[config.mk]
export PLATFORM = sky130hd
export DESIGN_NAME = des_round_scan_unit
export DESIGN_NICKNAME = d
export VERILOG_FILES = /design/src/rtl/des_scan_pkg.sv /design/src/rtl/des_round_scan_unit.sv
export SDC_FILE = /design/constraint.sdc
export NUM_CORES = 2
export LEC_CHECK = 0
export CAP_MARGIN = 30
export CORE_AREA = 2 2 426 428
export CTS_CLUSTER_DIAMETER = 100
export DETAILED_ROUTE_END_ITERATION = 8
export DIE_AREA = 0 0 428 430
export DONT_BUFFER_PORTS = 1
export HOLD_SLACK_MARGIN = 0.05
export PLACE_DENSITY_LB_ADDON = 0.15
export REMOVE_ABC_BUFFERS = 1
export SLEW_MARGIN = 20
export SYNTH_ARGS = -nofsm -noshare
export SYNTH_HDL_FRONTEND = slang
export SYNTH_SLANG_ARGS = --single-unit
[constraint.sdc]
create_clock -name clk -period 1.7 [get_ports clk]
set_clock_uncertainty 0.1 [all_clocks]
set_input_delay 0.085 -clock clk [delete_from_list [all_inputs] [get_ports clk]]
set_output_delay 0.085 -clock clk [all_outputs]
set_load 0.02 [all_outputs]
[src/rtl/des_scan_pkg.sv]
// Shared encodings and default geometry for the DES round scan/trace unit.
package des_scan_pkg;

    localparam logic [1:0] MODE_SERIAL = 2'b00;
    localparam logic [1:0] MODE_STREAM = 2'b01;
    localparam logic [1:0] MODE_SINGLE = 2'b10;

    localparam int DES_ROUNDS = 16;
    localparam int DES_HALF_W = 32;

    typedef enum logic [2:0] {
        ST_IDLE,
        ST_ARMED,
        ST_SHIFT,
        ST_STREAM,
        ST_DONE
    } scan_state_e;

endpackage

[src/rtl/des_round_scan_unit.sv]
// Snapshots all DES round words in test mode and unloads them serially,
// as a valid/ready word stream, or as a single selected round.
//
// state     | meaning
// ----------+--------------------------------------------------------
// ST_IDLE   | waiting for capture_req with test_mode
// ST_ARMED  | mode latched, waiting for data_in_valid to snapshot
// ST_SHIFT  | serial unload on sout, scan_in refills from the top
// ST_STREAM | presenting snap words idx..last on the word interface
// ST_DONE   | one-cycle completion pulse
module des_round_scan_unit
    import des_scan_pkg::*;
#(
    parameter int NUM_ROUNDS = DES_ROUNDS,
    parameter int WORD_W     = DES_HALF_W,
    localparam int IDX_W     = $clog2(NUM_ROUNDS),
    localparam int CNT_W     = $clog2(NUM_ROUNDS*WORD_W+1),
    localparam int SNAP_W    = NUM_ROUNDS*WORD_W
) (
    input  logic              clk,
    input  logic              rst_n,
    input  logic              test_mode,
    input  logic              capture_req,
    input  logic [1:0]        mode,
    input  logic [IDX_W-1:0]  round_sel,
    input  logic [SNAP_W-1:0] data_in,
    input  logic              data_in_valid,
    input  logic              scan_in,
    output logic              sout,
    output logic [SNAP_W-1:0] snap_out,
    output logic [WORD_W-1:0] word_out,
    output logic [IDX_W-1:0]  word_idx,
    output logic              word_valid,
    input  logic              word_ready,
    output logic              busy,
    output logic              done,
    output logic              aborted,
    output logic              overflow
);

    localparam logic [CNT_W-1:0] CNT_FULL  = CNT_W'(SNAP_W);
    localparam logic [CNT_W-1:0] CNT_ONE   = CNT_W'(1);
    localparam logic [IDX_W-1:0] IDX_LAST  = IDX_W'(NUM_ROUNDS - 1);
    localparam logic [IDX_W-1:0] IDX_ONE   = IDX_W'(1);

    scan_state_e       state_q, state_d;
    logic [1:0]        mode_q, mode_d;
    logic [IDX_W-1:0]  sel_q, sel_d;
    logic [SNAP_W-1:0] snap_q, snap_d;
    logic [CNT_W-1:0]  cnt_q, cnt_d;
    logic [IDX_W-1:0]  idx_q, idx_d;
    logic [IDX_W-1:0]  last_q, last_d;
    logic              aborted_q, aborted_d;
    logic              overflow_q, overflow_d;

    always_comb begin
        state_d    = state_q;
        mode_d     = mode_q;
        sel_d      = sel_q;
        snap_d     = snap_q;
        cnt_d      = cnt_q;
        idx_d      = idx_q;
        last_d     = last_q;
        aborted_d  = 1'b0;
        overflow_d = overflow_q;

        if (capture_req && (state_q != ST_IDLE)) begin
            overflow_d = 1'b1;
        end

        case (state_q)
            ST_IDLE: begin
                if (capture_req && test_mode) begin
                    state_d    = ST_ARMED;
                    mode_d     = mode;
                    // out-of-range rounds only exist for non power-of-two geometries
                    sel_d      = (32'(round_sel) >= NUM_ROUNDS) ? IDX_LAST : round_sel;
                    overflow_d = 1'b0;
                end
            end
            ST_ARMED: begin
                if (!test_mode) begin
                    state_d   = ST_IDLE;
                    aborted_d = 1'b1;
                end else if (data_in_valid) begin
                    snap_d = data_in;
                    case (mode_q)
                        MODE_SERIAL: begin
                            state_d = ST_SHIFT;
                            cnt_d   = CNT_FULL;
                        end
                        MODE_SINGLE: begin
                            state_d = ST_STREAM;
                            idx_d   = sel_q;
                            last_d  = sel_q;
                        end
                        default: begin
                            state_d = ST_STREAM;
                            idx_d   = '0;
                            last_d  = IDX_LAST;
                        end
                    endcase
                end
            end
            ST_SHIFT: begin
                if (!test_mode) begin
                    state_d   = ST_IDLE;
                    aborted_d = 1'b1;
                end else begin
                    snap_d = {scan_in, snap_q[SNAP_W-1:1]};
                    cnt_d  = cnt_q - CNT_ONE;
                    if (cnt_q == CNT_ONE) begin
                        state_d = ST_DONE;
                    end
                end
            end
            ST_STREAM: begin
                if (!test_mode) begin
                    state_d   = ST_IDLE;
                    aborted_d = 1'b1;
                end else if (word_ready) begin
                    if (idx_q == last_q) begin
                        state_d = ST_DONE;
                    end else begin
                        idx_d = idx_q + IDX_ONE;
                    end
                end
            end
            ST_DONE: begin
                state_d = ST_IDLE;
            end
            default: begin
                state_d = ST_IDLE;
            end
        endcase
    end

    always_ff @(posedge clk or negedge rst_n) begin
        if (!rst_n) begin
            state_q    <= ST_IDLE;
            mode_q     <= MODE_SERIAL;
            sel_q      <= '0;
            snap_q     <= '0;
            cnt_q      <= '0;
            idx_q      <= '0;
            last_q     <= '0;
            aborted_q  <= 1'b0;
            overflow_q <= 1'b0;
        end else begin
            state_q    <= state_d;
            mode_q     <= mode_d;
            sel_q      <= sel_d;
            snap_q     <= snap_d;
            cnt_q      <= cnt_d;
            idx_q      <= idx_d;
            last_q     <= last_d;
            aborted_q  <= aborted_d;
            overflow_q <= overflow_d;
        end
    end

    // Every output decodes straight from flops, so reset clears them at once.
    assign word_valid = (state_q == ST_STREAM);
    assign word_out   = word_valid ? snap_q[idx_q*WORD_W +: WORD_W] : '0;
    assign word_idx   = word_valid ? idx_q : '0;
    assign sout       = (state_q == ST_SHIFT) & snap_q[0];
    assign snap_out   = snap_q;
    assign busy       = (state_q != ST_IDLE);
    assign done       = (state_q == ST_DONE);
    assign aborted    = aborted_q;
    assign overflow   = overflow_q;

endmodule

==> run_results.csv <==
group,metric,value,unit
floorplanning,initial_core_util,0.158,
finish,drive_gt1_frac,0.409,
synthesis,netlist_instances,3222,
place,dpl_cell_area,0.0373,mm²
flow_run,cap_viol_max_count,0,
grt,grt_max_degree,542,
setup_path,crit_start,"idx_q[0]$_DFFE_PN0P_",
routing,ant_nets,0,
synthesis,synth.area.top_cells,"dfrtp_1, nand2_1, a31oi_1",
synthesis,yosysTopAreaCell,"dfrtp_1",
power_and_ir_drop,pwr_density_cell,2120,mW/mm²
setup_path,critPathKind,"flip-flop to output port",
power_and_ir_drop,leakage,25.6,nW
routing,wl,217,mm
clock_network,clkLatencyLatePin,0.70,ns
clock_network,cts_tree,"yes",
routing,drc,0,
synthesis,synth.top_cells.by_count,"nand2_1, dfrtp_1, nor2_1, a31oi_1, buf_2",
timing,final-setup-viol-count,768,
synthesis,ys_seq_area_frac,0.477,
grt,grt_pass1_vias,35600,
synthesis,yosysUniqueCellTypes,56,
synthesis,ys_warn_count,0,
routing,drt_iter0_markers,2581,
power_and_ir_drop,ir_drop,0.852,mV
routing,vias_per_cell,4.63,
place,post-place-ws,-1.15,ns
floorplanning,die_w,428,µm
setup_path,critical_path_required,1.51,ns
floorplanning,die_area,0.184,mm²
routing,num_vias,35400,
power_and_ir_drop,cell_internal_pwr,69.8,mW
clock_network,cts_max_level,3,
timing,period_needed,3.08,ns
synthesis,synth-seq-cells,541,
power_and_ir_drop,pwr-share-clk,0.134,
setup_path,endpoint_kind,"output port",
clock_network,path_clk_slew,0.06,ns
setup_path,reg2reg_depth,9,
floorplanning,design.core.area,0.180,mm²
setup_path,crit_end,"word_out[7]",
timing,rsz0062_at_grt,"true",
power_and_ir_drop,p_seq_frac,0.181,
setup_path,critPathMaxFanout,9,
run_status,violations,"negative setup slack",
power_and_ir_drop,p_sw,62.3,mW
power_and_ir_drop,p_comb_frac,0.685,
synthesis,synth_edf_count,0,
synthesis,async_flop_share,1.00,
timing,drv_slew,0,
clock_network,clockBufferDepth,3,
grt,grt_usage,0.213,
finish,utilization,0.347,
power_and_ir_drop,p_sw_frac,0.472,
routing,dr.pass1.iters,6,
synthesis,synth_ff_type,"dfrtp_1",
finish,final_area,0.0623,mm²
place,dp.cells,6167,
timing,fin_setup_tns,-325.04,ns
grt,globalRouteOverflowTotal,0,
min_path,hold_class,"input port to async pin",
setup_path,critPathArrivalTime,2.89,ns
timing,timing.hold.ws,0.000278,ns
synthesis,netlist_area,0.0284,mm²
setup_path,worstSetupStartpointType,"flip-flop",
synthesis,yosysMostFrequentCell,"nand2_1",
synthesis,syn_area_per_cell,8.81,µm²
finish,num-nets-final,5738,
place,gp_congestion,0.942,
finish,final_cells,7649,
setup_path,worstReg2RegEnd,"idx_q[1]$_DFFE_PN0P_",
clock_network,numCtsBuffers,80,
timing,slew_headroom,0.348,
run_status,status,"finished, violations left",
routing,detail_route.wl_per_cell,28.3,µm
timing,fin_ws,-1.38,ns
floorplanning,io_pins,1079,
timing,fmax,0.325,GHz
finish,areaGrowthSynthToFinish,120,%
timing,final-hold-violation-count,0,
grt,grt_antenna_before_repair,11,
setup_path,rrSetupSlack,-0.54,ns
power_and_ir_drop,total_power,132,mW
floorplanning,num_rows,156,
synthesis,synth.top_cell.area_share,0.477,
place,hpwlAfterDp,143,mm
floorplanning,fp.dieH,430,µm
grt,grt_pass1_wl,280,mm
clock_network,cts_sinks,541,
timing,finalCritPeriodShare,1.81,
clock_network,cts.root.buffer_cell,"clkbuf_16",
timing,worstMarginPinSlew,0.979,ns
setup_path,reg2reg_from,"idx_q[0]$_DFFE_PN0P_",
place,port_buffers,0,
==> layout by cell type, fill, tap and decap left out, drive strengths merged, types with 2 or more instances in the layout <==
cell type / count
buf: 1113
nand2: 1031
dlygate4sd3: 997
dfrtp: 541
nor2: 531
a31oi: 513
clkbuf: 180
mux4: 128
mux2i: 65
o22ai: 33
clkinv: 20
inv: 12
nor3: 10
diode: 9
xor2: 9
a21oi: 9
mux2: 6
bufinv: 6
nand3b: 4
nand3: 4
o22a: 4
ha: 3
bufbuf: 3
and2: 3
nand2b: 3
nor4: 3
o32ai: 3
or3: 3
o21ai: 3
a21o: 2
nand4b: 2
xnor2: 2
nand4: 2
or2: 2
a211oi: 2
==> metal layers <==
layer | vias to the layer above | GRT usage | share of wire
met2 | 1652 | 0.348 | 0.46
met3 | 613 | 0.0543 | 0.072
met5 | - | 0 | 0.000046
met4 | 2 | 0.105 | 0.062
met1 | 17800 | 0.261 | 0.40
li1 | 15300 | - | -
==> cell families after synthesis <==
group	synth area share
buf+inv	0.0446
compound gates	0.129
mux	0.127
fa+ha+maj	0.00132
simple gates	0.218
flops	0.477
xor+xnor	0.00340
==> worst min-delay path by stage <==
stage,from,endpoint,slack (ns),cells past startpoint
CTS,rst_n,snap_out[105]$_DFFE_PN0P_,-1.09,0
detailed placement,rst_n,snap_out[105]$_DFFE_PN0P_,-0.28,0
finish,rst_n,snap_out[74]$_DFFE_PN0P_,0.0003,2
floorplan,rst_n,aborted$_DFF_PN0_,-0.31,0
global placement,rst_n,snap_out[105]$_DFFE_PN0P_,-0.28,0
global route,data_in[446],snap_out[446]$_DFFE_PN0P_,0.04,3
==> power by group through the flow <==
stage | Sequential (mW) | Combinational [mW] | Clock [mW]
2_1_floorplan | 24.7 | 13.2 | 0
3_3_place_gp | 24.1 | 63.0 | 0
3_5_place_dp | 23.8 | 63.1 | 0
4_1_cts | 23.7 | 76.6 | 18.2
5_1_grt | 24.5 | 94.5 | 18.7
6_report | 23.9 | 90.5 | 17.7
==> worst max-delay path, stage by stage (launching register included) <==
cell	delay, ns
dfrtp_4	0.45
buf_12	0.16
buf_16	0.17
mux4_2	0.57
mux2i_4	0.33
buf_6	0.16
o22ai_1	0.11
buf_4	0.19
==> flip-flops by register name (all words and copies together), names as in the netlist <==
name      flops
snap_out    512
cnt_q        10
idx_q         4
last_q        4
sel_q         4
state_q       3
mode_q        2
aborted       1
overflow      1
==> layout make-up <==
| cell class | count | area (µm²) |
|---|---|---|
| Antenna cell | 9 | 22.5 |
| Clock buffer | 112 | 2360 |
| Sequential cell | 541 | 13500 |
| Multi-Input combinational cell | 2398 | 18400 |
| Fill cell | 17800 | 117000 |
| Timing Repair Buffer | 2181 | 24700 |
| Tap cell | 2370 | 2970 |
| Inverter | 8 | 40.0 |
| Clock inverter | 30 | 333 |
==> repair_timing <==
| action | CTS | global route |
|---|---|---|
| hold buffers | 993 | 4 |
| buffers inserted | 120 | 104 |
| resized for setup | 437 | 1180 |
| cloned | 71 | 86 |
| pin swaps | 129 | 340 |
| hold endpoints to repair | 1082 | 168 |
| endpoints found under the setup margin | 581 | 681 |
Note: power is estimated with default switching activity, not from simulation.
